<file path="config.mk">
export PLATFORM = sky130hd
export DESIGN_NAME = mem_port_arbiter_flat
export DESIGN_NICKNAME = d
export VERILOG_FILES = /design/src/rtl/mem_port_arbiter_if.sv /design/src/rtl/mem_port_arbiter.sv /design/src/flat_wrapper.sv
export SDC_FILE = /design/constraint.sdc
export NUM_CORES = 1
export LEC_CHECK = 0
export BUFFER_PORTS_ARGS = -buffer_cell sky130_fd_sc_hd__clkbuf_2
export CORE_ASPECT_RATIO = 0.9
export CORE_UTILIZATION = 43
export DETAILED_ROUTE_END_ITERATION = 8
export PLACE_DENSITY = 0.73
export SLEW_MARGIN = 10
export SYNTH_ARGS = -nofsm -noshare
export SYNTH_HDL_FRONTEND = slang
export SYNTH_SLANG_ARGS = --single-unit
</file>
<file path="constraint.sdc">
create_clock -name clk -period 1.8 [get_ports clk]
set_input_delay 0.27 -clock clk [delete_from_list [all_inputs] [get_ports clk]]
set_output_delay 0.27 -clock clk [all_outputs]
set_load 0.005 [all_outputs]
</file>
<file path="src/rtl/mem_port_arbiter_if.sv">
// Unified memory bus between the arbiter (master) and the memory (slave):
// variable-latency req/ack handshake with registered address and write data.
interface mem_port_arbiter_if #(
    parameter int ADDR_W = 32,
    parameter int DATA_W = 32
);
    logic              mem_req;
    logic              mem_we;
    logic [3:0]        mem_be;
    logic [ADDR_W-1:0] mem_addr;
    logic [DATA_W-1:0] mem_wdata;
    logic              mem_ack;
    logic [DATA_W-1:0] mem_rdata;

    modport master (
        output mem_req, mem_we, mem_be, mem_addr, mem_wdata,
        input  mem_ack, mem_rdata
    );

    modport slave (
        input  mem_req, mem_we, mem_be, mem_addr, mem_wdata,
        output mem_ack, mem_rdata
    );
endinterface

</file>
<file path="src/rtl/mem_port_arbiter.sv">
// Shares one memory port between instruction fetch and data accesses, with a
// bus-timeout watchdog. Define MEMARB_FAIRNESS_EN to alternate on contention.
module mem_port_arbiter #(
    parameter int ADDR_W  = 32,
    parameter int DATA_W  = 32,
    parameter int TIMEOUT = 255
) (
    input  logic              clk,
    input  logic              rst_n,
    input  logic              i_req,
    input  logic [ADDR_W-1:0] i_addr,
    output logic              i_valid,
    output logic [DATA_W-1:0] i_rdata,
    output logic              i_stall,
    input  logic              d_req,
    input  logic              d_we,
    input  logic [3:0]        d_be,
    input  logic [ADDR_W-1:0] d_addr,
    input  logic [DATA_W-1:0] d_wdata,
    output logic              d_valid,
    output logic [DATA_W-1:0] d_rdata,
    output logic              d_stall,
    mem_port_arbiter_if.master bus,
    output logic              bus_err
);
    typedef enum logic [1:0] {ST_IDLE, ST_BUSY, ST_DONE} state_t;

    localparam logic [15:0] TO_LAST = 16'(TIMEOUT - 1);

    state_t            r_state, w_state_next;
    logic              r_owner_d;
    logic [15:0]       r_cnt;
    logic              r_mem_we;
    logic [3:0]        r_mem_be;
    logic [ADDR_W-1:0] r_mem_addr;
    logic [DATA_W-1:0] r_mem_wdata;
    logic [DATA_W-1:0] r_i_rdata;
    logic [DATA_W-1:0] r_d_rdata;
    logic              r_bus_err;
    logic              w_grant, w_grant_d, w_ack, w_abort, w_prefer_i;

`ifdef MEMARB_FAIRNESS_EN
    logic r_last_d;

    // Remember who won the last grant so a contended IDLE hands fetch a turn.
    always_ff @(posedge clk) begin
        if (!rst_n)
            r_last_d <= 1'b0;
        else if (w_grant)
            r_last_d <= w_grant_d;
    end

    assign w_prefer_i = r_last_d;
`else
    assign w_prefer_i = 1'b0;
`endif

    always_ff @(posedge clk) begin
        if (!rst_n)
            r_state <= ST_IDLE;
        else
            r_state <= w_state_next;
    end

    always_comb begin
        w_state_next = r_state;
        w_grant      = 1'b0;
        w_grant_d    = 1'b0;
        w_ack        = 1'b0;
        w_abort      = 1'b0;
        case (r_state)
            ST_IDLE: begin
                if (d_req || i_req) begin
                    w_grant      = 1'b1;
                    w_grant_d    = d_req && !(i_req && w_prefer_i);
                    w_state_next = ST_BUSY;
                end
            end
            ST_BUSY: begin
                // An ack in the last allowed cycle still wins over the abort.
                if (bus.mem_ack) begin
                    w_ack        = 1'b1;
                    w_state_next = ST_DONE;
                end else if (r_cnt == TO_LAST) begin
                    w_abort      = 1'b1;
                    w_state_next = ST_DONE;
                end
            end
            ST_DONE:  w_state_next = ST_IDLE;
            default:  w_state_next = ST_IDLE;
        endcase
    end

    always_ff @(posedge clk) begin
        if (!rst_n) begin
            r_owner_d   <= 1'b0;
            r_cnt       <= '0;
            r_mem_we    <= 1'b0;
            r_mem_be    <= '0;
            r_mem_addr  <= '0;
            r_mem_wdata <= '0;
            r_i_rdata   <= '0;
            r_d_rdata   <= '0;
            r_bus_err   <= 1'b0;
        end else begin
            if (w_grant) begin
                r_owner_d  <= w_grant_d;
                r_mem_we   <= w_grant_d & d_we;
                r_mem_be   <= w_grant_d ? d_be : 4'b1111;
                r_mem_addr <= w_grant_d ? d_addr : i_addr;
                if (w_grant_d)
                    r_mem_wdata <= d_wdata;
            end

            if (r_state == ST_BUSY && !w_ack && !w_abort)
                r_cnt <= r_cnt + 16'd1;
            else
                r_cnt <= '0;

            if (w_ack && !r_mem_we) begin
                if (r_owner_d)
                    r_d_rdata <= bus.mem_rdata;
                else
                    r_i_rdata <= bus.mem_rdata;
            end

            if (w_abort) begin
                if (r_owner_d)
                    r_d_rdata <= '0;
                else
                    r_i_rdata <= '0;
                r_bus_err <= 1'b1;
            end
        end
    end

    assign bus.mem_req   = (r_state == ST_BUSY);
    assign bus.mem_we    = r_mem_we;
    assign bus.mem_be    = r_mem_be;
    assign bus.mem_addr  = r_mem_addr;
    assign bus.mem_wdata = r_mem_wdata;

    assign i_valid = (r_state == ST_DONE) && !r_owner_d;
    assign d_valid = (r_state == ST_DONE) &&  r_owner_d;
    assign i_rdata = r_i_rdata;
    assign d_rdata = r_d_rdata;
    assign i_stall = i_req & ~i_valid;
    assign d_stall = d_req & ~d_valid;
    assign bus_err = r_bus_err;
endmodule

</file>
<file path="src/flat_wrapper.sv">
// flat-port wrapper written by rule: the top's interface ports become plain ports
module mem_port_arbiter_flat 
#(
    parameter int ADDR_W  = 32,
    parameter int DATA_W  = 32,
    parameter int TIMEOUT = 255
)
  (clk, rst_n, i_req, i_addr, i_valid, i_rdata, i_stall, d_req, d_we, d_be, d_addr, d_wdata, d_valid, d_rdata, d_stall, bus_err, bus_mem_req, bus_mem_we, bus_mem_be, bus_mem_addr, bus_mem_wdata, bus_mem_ack, bus_mem_rdata);
  mem_port_arbiter_if #(.ADDR_W(ADDR_W), .DATA_W(DATA_W)) bus_i ();
  input  logic clk;
  input  logic rst_n;
  input  logic i_req;
  input  logic [ADDR_W-1:0] i_addr;
  output logic i_valid;
  output logic [DATA_W-1:0] i_rdata;
  output logic i_stall;
  input  logic d_req;
  input  logic d_we;
  input  logic [3:0] d_be;
  input  logic [ADDR_W-1:0] d_addr;
  input  logic [DATA_W-1:0] d_wdata;
  output logic d_valid;
  output logic [DATA_W-1:0] d_rdata;
  output logic d_stall;
  output logic bus_err;
  output wire logic [$bits(bus_i.mem_req)-1:0] bus_mem_req;
  output wire logic [$bits(bus_i.mem_we)-1:0] bus_mem_we;
  output wire logic [$bits(bus_i.mem_be)-1:0] bus_mem_be;
  output wire logic [$bits(bus_i.mem_addr)-1:0] bus_mem_addr;
  output wire logic [$bits(bus_i.mem_wdata)-1:0] bus_mem_wdata;
  input wire logic [$bits(bus_i.mem_ack)-1:0] bus_mem_ack;
  input wire logic [$bits(bus_i.mem_rdata)-1:0] bus_mem_rdata;
  assign bus_mem_req = bus_i.mem_req;
  assign bus_mem_we = bus_i.mem_we;
  assign bus_mem_be = bus_i.mem_be;
  assign bus_mem_addr = bus_i.mem_addr;
  assign bus_mem_wdata = bus_i.mem_wdata;
  assign bus_i.mem_ack = bus_mem_ack;
  assign bus_i.mem_rdata = bus_mem_rdata;
  mem_port_arbiter #(.ADDR_W(ADDR_W), .DATA_W(DATA_W), .TIMEOUT(TIMEOUT)) u_core (.clk(clk), .rst_n(rst_n), .i_req(i_req), .i_addr(i_addr), .i_valid(i_valid), .i_rdata(i_rdata), .i_stall(i_stall), .d_req(d_req), .d_we(d_we), .d_be(d_be), .d_addr(d_addr), .d_wdata(d_wdata), .d_valid(d_valid), .d_rdata(d_rdata), .d_stall(d_stall), .bus(bus_i), .bus_err(bus_err));
endmodule
</file>
==> impl.org, run 1 <==
** Outcome
- Run status :: complete, no violations

** Critical path
- FF-to-FF End :: u_core.i_rdata[12]$_SDFF_PN0_
- Logic depth of the worst register-to-register path :: 7
- Slowest cell on the critical path :: o41ai_4
- CP endpoint kind :: flop
- Across all register-to-register paths, the minimum setup slack is 0.10 ns.
- The worst register-to-register path begins at u_core.r_cnt[0]$_SDFF_PN0_.
- Of all nets on the critical path, the largest fanout is 32.
- Number of buffer and inverter stages on the critical path :: 2
- Arrival time at the worst endpoint :: 2.00 ns
- For this run, the slowest stage of the critical path takes 0.36 ns.
- Critical path type :: reg -> reg
- The critical path goes through inv_1, ha_1, nor4b_4, nand4b_4, o41ai_4, buf_12, a21oi_1.
- Critical Path RT :: 2.10 ns
- In this design, the largest share of critical-path delay is due to compound AO/OA/AOI/OAI gates.
- The worst setup path is launched from a flop.
- The most critical setup path has its startpoint at u_core.r_cnt[0]$_SDFF_PN0_.

** Clock tree
- In this run the number of H-tree levels came out at 4.
- Setup fix buffers added after clock tree synthesis :: 0
- Number of CTS-inserted buffers :: 17
- The number of hold buffers added after CTS was 0.
- After clock tree synthesis, the clock-pin slew on the worst setup and hold paths is 0.07 ns.
- For the worst-skew pair, the clock arrives at the later sink with an insertion delay of 0.43 ns.
- PostCTS Resize Cnt :: 0
- Root buffer cell :: clkbuf_16
- CTS tree :: done
- Buffer levels on the longest clock path :: 2
- CTS sink cnt :: 153

** STA
- Setup repair after global routing left no endpoint under its margin.
- Max Transition Viols Final :: 0
- Setup slack of the critical path after layout :: 0.1012 ns
- Total count of hold-check failures in the final report :: 0
- Setup tns final :: 0 ns
- After layout, the minimum clock period comes to 1.699 ns.
- Transition time of the tightest slew-check pin :: 0.4935 ns
- Setup violations remaining at the end of the flow were counted as 0.
- Upper clock frequency limit :: 588.6 MHz
- In this run the tightest slew margin relative to its limit is 67.10%.
- Worst clock skew on the final layout :: 0.01141 ns
- Final critical-path share of the clock period :: 94.38%

** GRT
- After global routing the overflow that remains totals 0.
- In the global route stage, overall resource usage came out at 24.63%.
- The via count of the first global-routing pass is 5835.
- The first global-routing pass estimated 28890 um of wire.
- Entering global routing, the biggest net connects 76 pins.
- Antenna violations before repair :: 0

** Floorplanning
- The initialized floorplan defines 41 standard-cell rows.
- Die width :: 128.8 um
- The floorplan step set the die height to 116.1 um.
- Total die area :: 0.01496 mm^2
- The total area inside the core boundary comes to 0.01406 mm^2.
- Num ports :: 277
- Initial core utilization :: 44.29%

** Yosys
- Sequential cells were found to cover 49.21% of the synthesized design area.
- In this run, synthesis inferred 0 flip-flops with an integrated enable.
- In this run the mean area of a mapped cell was 8.492 um^2.
- Count of distinct cell types in the synthesized netlist :: 35
- Netlist Area Pre-Place :: 0.006225 mm^2
- For this run, the leading register cell type out of synthesis is dfxtp_1.
- Synthesized flop and latch total :: 153
- Post-Synthesis Cells :: 733
- When the netlist entered floorplanning its net count stood at 873.
- Yosys printed 0 warnings.
- In the synthesized netlist the async set-or-reset flop fraction comes to 0%.

** Worst hold path
- Hold Startpoint :: d_wdata[22]
- Cells on Worst Hold Path :: 3
- The path class of the tightest hold or removal check is in -> reg.
- Hold Crit Endpoint :: u_core.bus.mem_wdata[22]$_SDFFE_PN0P_

** Power
- In this run the power density over the cells is 1042 mW/mm^2.
- In this run the static leakage power is 4.184 nW.
- Largest vdd supply drop :: 0.6314 mV

** Drt
- After detailed routing, the average wire length per cell comes to 14.98 um.
- Wires add up to 18020 um.
- Via density :: 5.145
- For this block, the via count after detailed routing is 6189.
- First DRT Iteration DRCs :: 342
- Remaining number of nets flagged by the antenna check after routing :: 0
- Count of TritonRoute iterations in the first routing pass :: 5
- After detailed routing, the number of remaining DRC violations is 0.

** Job
- Across the run, the number of max-cap violations was 0.

** Place
- Cell total after placement :: 1171
- Detailed placement finished with a half-perimeter wire length of 12490 um.
- Final weighted congestion of routability-driven global placement :: 0.8110
- OpenSTA, run right after detailed placement, puts the worst setup slack at 0.07844 ns.
- After detailed placement, the total cell area comes to 0.007900 mm^2.
- Port buffering added 276 buffers.

** Finish
- Excluding fillers, the count of instances in the completed layout stands at 1203.
- Number of inserted diodes :: 0
- Cells fill 60.75% of the core in the end.
- Layout-stage area growth over the synthesis result :: 37.19%
- At the end of the flow, the number of nets in the layout was 1137.
- The finished cells cover 0.008539 mm^2.
- The post-route netlist has 35.15% of its cells at a drive strength greater than 1.
-- tightest hold or removal path, cell delays in order --
cell and delay (ns):
clkbuf_2 0.08, nand2_1 0.04, a21boi_0 0.06
-- per-stage QoR --
stage | power [mW] | hold WS (ns)
3_5_place_dp | 5.152 | 0.4456
5_1_grt | 9.289 | 0.05978
6_report | 8.902 | 0.06741
4_1_cts | 8.968 | 0.05277
3_3_place_gp | 5.134 | 0.4413
2_1_floorplan | 4.496 | 0.3990
-- power breakdown --
part	switching [mW]	total [mW]	internal [mW]
registers	0.153	3.80	3.65
clock network	1.45	3.82	2.37
logic	0.695	1.29	0.590
-- layer usage --
layer  global-route usage, %  part of all wire (%)  vias up
met5                       0                     0        -
li1                        -                     -     3058
met4                   10.35                   2.6        0
met3                   6.825                   6.6       41
met1                   30.90                    44     2856
met2                   40.04                    47      234
-- worst max-delay path by stage --
| stage | end | slack (ns) | depth (start not counted) |
|---|---|---|---|
| after floorplan | u_core.i_rdata[0]$_SDFF_PN0_ | 0.07 | 7 |
| after global placement | flop | 0.14 | 5 |
| after detailed placement | flop | 0.08 | 5 |
| after CTS | i_stall | 0.05 | 4 |
| after global routing | u_core.i_rdata[12]$_SDFF_PN0_ | 0.001 | 7 |
| final | u_core.i_rdata[12]$_SDFF_PN0_ | 0.10 | 7 |
-- placed cells by master (no fill, tap or decap), types with 3 or more instances in the layout --
cell	n
bufinv_16	4
buf_4	24
nor2b_1	4
buf_12	6
a21boi_0	32
xnor2_1	12
clkbuf_2	276
nand2_1	232
o221a_2	4
o211a_1	33
inv_6	3
nand4_1	4
inv_1	6
dfxtp_1	153
clkbuf_16	17
nor2_1	22
nor3_1	7
o211ai_1	32
a21oi_1	33
clkinv_2	3
nand3_1	38
a22oi_1	23
nor2b_2	3
nor4_1	3
a32oi_1	9
-- cells in the mapped netlist, drive strengths merged (7+ instances only) --
| cell type | count | area [um^2] |
|---|---|---|
| a21boi | 32 | 240.2 |
| nand3 | 38 | 190.2 |
| dfxtp | 153 | 3063 |
| nor3 | 7 | 35.03 |
| nand2 | 232 | 870.8 |
| nor2 | 22 | 82.58 |
| buf | 18 | 100.1 |
| clkbuf | 43 | 161.4 |
| xnor2 | 12 | 105.1 |
| a22oi | 23 | 172.7 |
| nor2b | 7 | 43.79 |
| a32oi | 9 | 78.83 |
| o211ai | 33 | 252.7 |
| o211a | 33 | 330.3 |
| a21oi | 33 | 165.2 |
-- kinds of logic (layout without fill, tap and decap cells) --
group | count (synthesis) | count (layout) | synth area share [%]
compound gates | 171 | 171 | 21.41
buf+inv | 67 | 344 | 4.563
fa+ha+maj | 2 | 2 | 0.4019
flops | 153 | 153 | 49.21
xor+xnor | 14 | 14 | 1.970
simple gates | 326 | 326 | 22.45
-- area by class of cell --
type                       instances  area [um^2]
sequential                       153         3063
multi-input combinational        513         2898
fill                            1254         5517
tap                              193        241.5
clock inverter                    14        193.9
clock buffer                      18        439.2
timing repair buffer             306         1682
inverter                           6        22.52
Power figures use the tool's default switching activity.
==> inputs of run 2 (changes only) <==
--- a/config.mk
+++ b/config.mk
@@ -7,9 +7,10 @@
 export LEC_CHECK = 0
 export BUFFER_PORTS_ARGS = -buffer_cell sky130_fd_sc_hd__clkbuf_2
 export CORE_ASPECT_RATIO = 0.9
-export CORE_UTILIZATION = 43
+export CORE_UTILIZATION = 44
+export CTS_BUF_LIST = sky130_fd_sc_hd__clkbuf_2 sky130_fd_sc_hd__clkbuf_4 sky130_fd_sc_hd__clkbuf_8
 export DETAILED_ROUTE_END_ITERATION = 8
-export PLACE_DENSITY = 0.73
+export PLACE_DENSITY = 0.74
 export SLEW_MARGIN = 10
 export SYNTH_ARGS = -nofsm -noshare
 export SYNTH_HDL_FRONTEND = slang
==> impl.org, run 2 (same netlist as run 1, synthesis figures left out) <==
** Outcome
- The flow ran to the end, and the final reports show no timing, DRC or antenna violations.

** STA
- Max Transition Viols Final :: 0
- Transition time of the tightest slew-check pin :: 0.5574 ns
- Setup total negative slack on the finished layout was measured at 0 ns.
- Relative max-transition margin :: 62.84%
- After layout, the worst path uses 94.28% of the clock period.
- Setup repair after global routing left no endpoint under its margin.
- Upper clock frequency limit :: 589.3 MHz
- Setup violations remaining at the end of the flow were counted as 0.
- The final hold violation count came to 0.
- Subtracting the final worst setup slack from the clock period gives 1.697 ns.
- On the final layout, the worst clock skew is 0.01440 ns.

** Job
- Total of max-cap violations :: 0

** Drt
- First DRT Iteration DRCs :: 381
- For this run, the detailed router's first-pass iteration total came to 5.
- Remaining number of nets flagged by the antenna check after routing :: 0
- Post-detailed-route wirelength per cell :: 14.81 um
- In the routed layout, each cell is associated on average with a via count of 5.132.
- After detailed routing, the number of remaining DRC violations is 0.
- After detailed routing, the total wire length is 17750 um.
- The routed layout has 6148 vias.

** Worst hold path
- The min-delay analysis places its worst path in the category in -> reg.

** Place
- Final weighted congestion of routability-driven global placement :: 0.8046
- Once detailed placement completed, the half-perimeter wirelength came to 12420 um.
- After detailed placement, the design holds a cell count of 1167.
- Buffers placed on the I/O ports in this run total 276.

** Clock tree
- Deepest level of the CTS H-tree :: 4
- Setup fix buffers added after clock tree synthesis :: 0
- No sink is reached through more buffers than the 2 on the longest clock path.
- Root buffer cell :: clkbuf_8
- Clock-pin slew was measured on the worst setup and hold paths at 0.09 ns.
- Clock tree synthesis inserted a total of 17 buffers.
- Clock latency on the worst-skew pair :: 0.44 ns
- The tree built by TritonCTS fans out to 153 sinks.
- CTS tree :: done

** Critical path
- Critical path type :: reg -> reg
- Family with the most delay on the worst path :: compound AO/OA/AOI/OAI gates
- STA classifies the critical path startpoint as a flop.
- Slowest cell on the critical path :: o41ai_4
- Critical path fanouts, max :: 32
- Data on the critical path is required at its endpoint by 2.12 ns.
- The critical path contains buffers and inverters numbering 2 combined.
- The largest single stage delay on the critical path is 0.37 ns.
- Critical Path, Cell by Cell :: inv_1, ha_1, nor4b_4, nand4b_4, o41ai_4, buf_12, a21oi_1
- Arrival time at the worst endpoint :: 2.02 ns
- CP endpoint kind :: flop

** Finish
- For this run, the number of standard cells in the final layout without fillers is 1198.
- Number of nets in the layout :: 1137
- The library cells used most frequently in the layout, excluding fill and tap cells, are clkbuf_2 (276), nand2_1 (232), dfxtp_1 (153), nand3_1 (38).
- Relative to the synthesized area, the layout overhead comes to 33.25%.
- Counting the fill cells in the layout gives 1265.
- Most common cell after layout, fill and taps aside :: clkbuf_2
- Layout cells sized above 1 :: 35.08%
- Number of inserted diodes :: 0

** GRT
- Global routing consumed, over all layers together, 24.54% of the routing resources.
- Summed over all layers, the global routing overflow is 0.
- The first global-routing pass estimated 28390 um of wire.
- Largest net degree at the start of global routing :: 69
- Via count of the first global-routing pass :: 5750
- Antenna violations before repair :: 0

** Floorplanning
- Num ports :: 277
- The die is 114.8 um tall.
- The die covers 0.01463 mm^2.
- The core region is 0.01356 mm^2.
- The initialized floorplan defines 40 standard-cell rows.
- The die is 127.4 um wide.
- Initial core utilization :: 45.89%

** Power
- Across the VDD grid, the largest voltage drop is 0.6712 mV.
- Summed over all cells, the static leakage comes to 4.079 nW.
- Power spread over the standard cell area amounts to 927.0 mW/mm^2.
- The completed layout was analyzed and its total power is 7.689 mW.
run 2: changes by cell type in the layout (fill, tap and decap cells not counted):
cell,before,now
inv_6,3,0
clkbuf_4,0,3
clkbuf_8,1,20
clkinv_4,2,0
clkbuf_16,17,0
bufinv_16,4,2
clkinv_2,3,4
run 2: power breakdown:
group | switching [mW] | internal, mW
sequential | 0.151 | 3.64
combinational | 0.687 | 0.596
clock | 1.24 | 1.37
total | 2.08 | 5.61
run 2: final timing paths:
kind / start / cells after the start / slack, ns / to
setup reg to reg: u_core.r_cnt[0]$_SDFF_PN0_ / 7 / 0.10 / u_core.i_rdata[7]$_SDFF_PN0_
hold reg to reg: u_core.i_rdata[10]$_SDFF_PN0_ / 2 / 0.46 / u_core.i_rdata[10]$_SDFF_PN0_
setup / recovery: u_core.r_cnt[0]$_SDFF_PN0_ / 7 / 0.10 / u_core.i_rdata[7]$_SDFF_PN0_
hold / removal: d_wdata[29] / 3 / 0.05 / u_core.bus.mem_wdata[29]$_SDFFE_PN0P_
run 2: cell type report:
type | instances | area [um^2] | area share (%)
clock buffer | 23 | 297.8 | 3.590
clock inverter | 8 | 95.09 | 1.146
inverter | 6 | 22.52 | 0.2715
multi-input combinational | 513 | 2898 | 34.94
sequential | 153 | 3063 | 36.93
tap | 189 | 236.5 | 2.851
timing repair buffer | 306 | 1682 | 20.27
run 2: timing repair:
item,4_1_cts,5_1_grt
hold buffers,0,0
endpoints found under the setup margin,0,25
gates resized for setup,0,2
run 2: through the flow:
step / hold WS [ns] / cell area (um^2) / setup WS [ns] / util [%]
after floorplan: 0.3990 / 6225 / 0.07395 / -
after global placement: 0.4421 / 7895 / 0.1309 / 58.21
final: 0.04639 / 8294 / 0.1029 / 61.15
after global routing: 0.01904 / 8294 / 0.01493 / 61.15
after CTS: 0.02562 / 8288 / 0.04138 / 61.11
after detailed placement: 0.4465 / 7895 / 0.08463 / 58.21
run 2: metal layers:
metal  GRT usage [%]  up-vias  routed length [um]  part of all wire (%)
li1                -     3049                   -                     -
met1           30.21     2828                7547                    43
met2           39.89      243                8452                    48
met3           8.423       28                1350                   7.6
met4           9.048        0                 396                   2.2
met5               0        -                   0                     0
run 2: worst min-delay path, cell delays in order:
cell      delay (ns)
clkbuf_2        0.08
nand2_1         0.04
a21boi_0        0.06
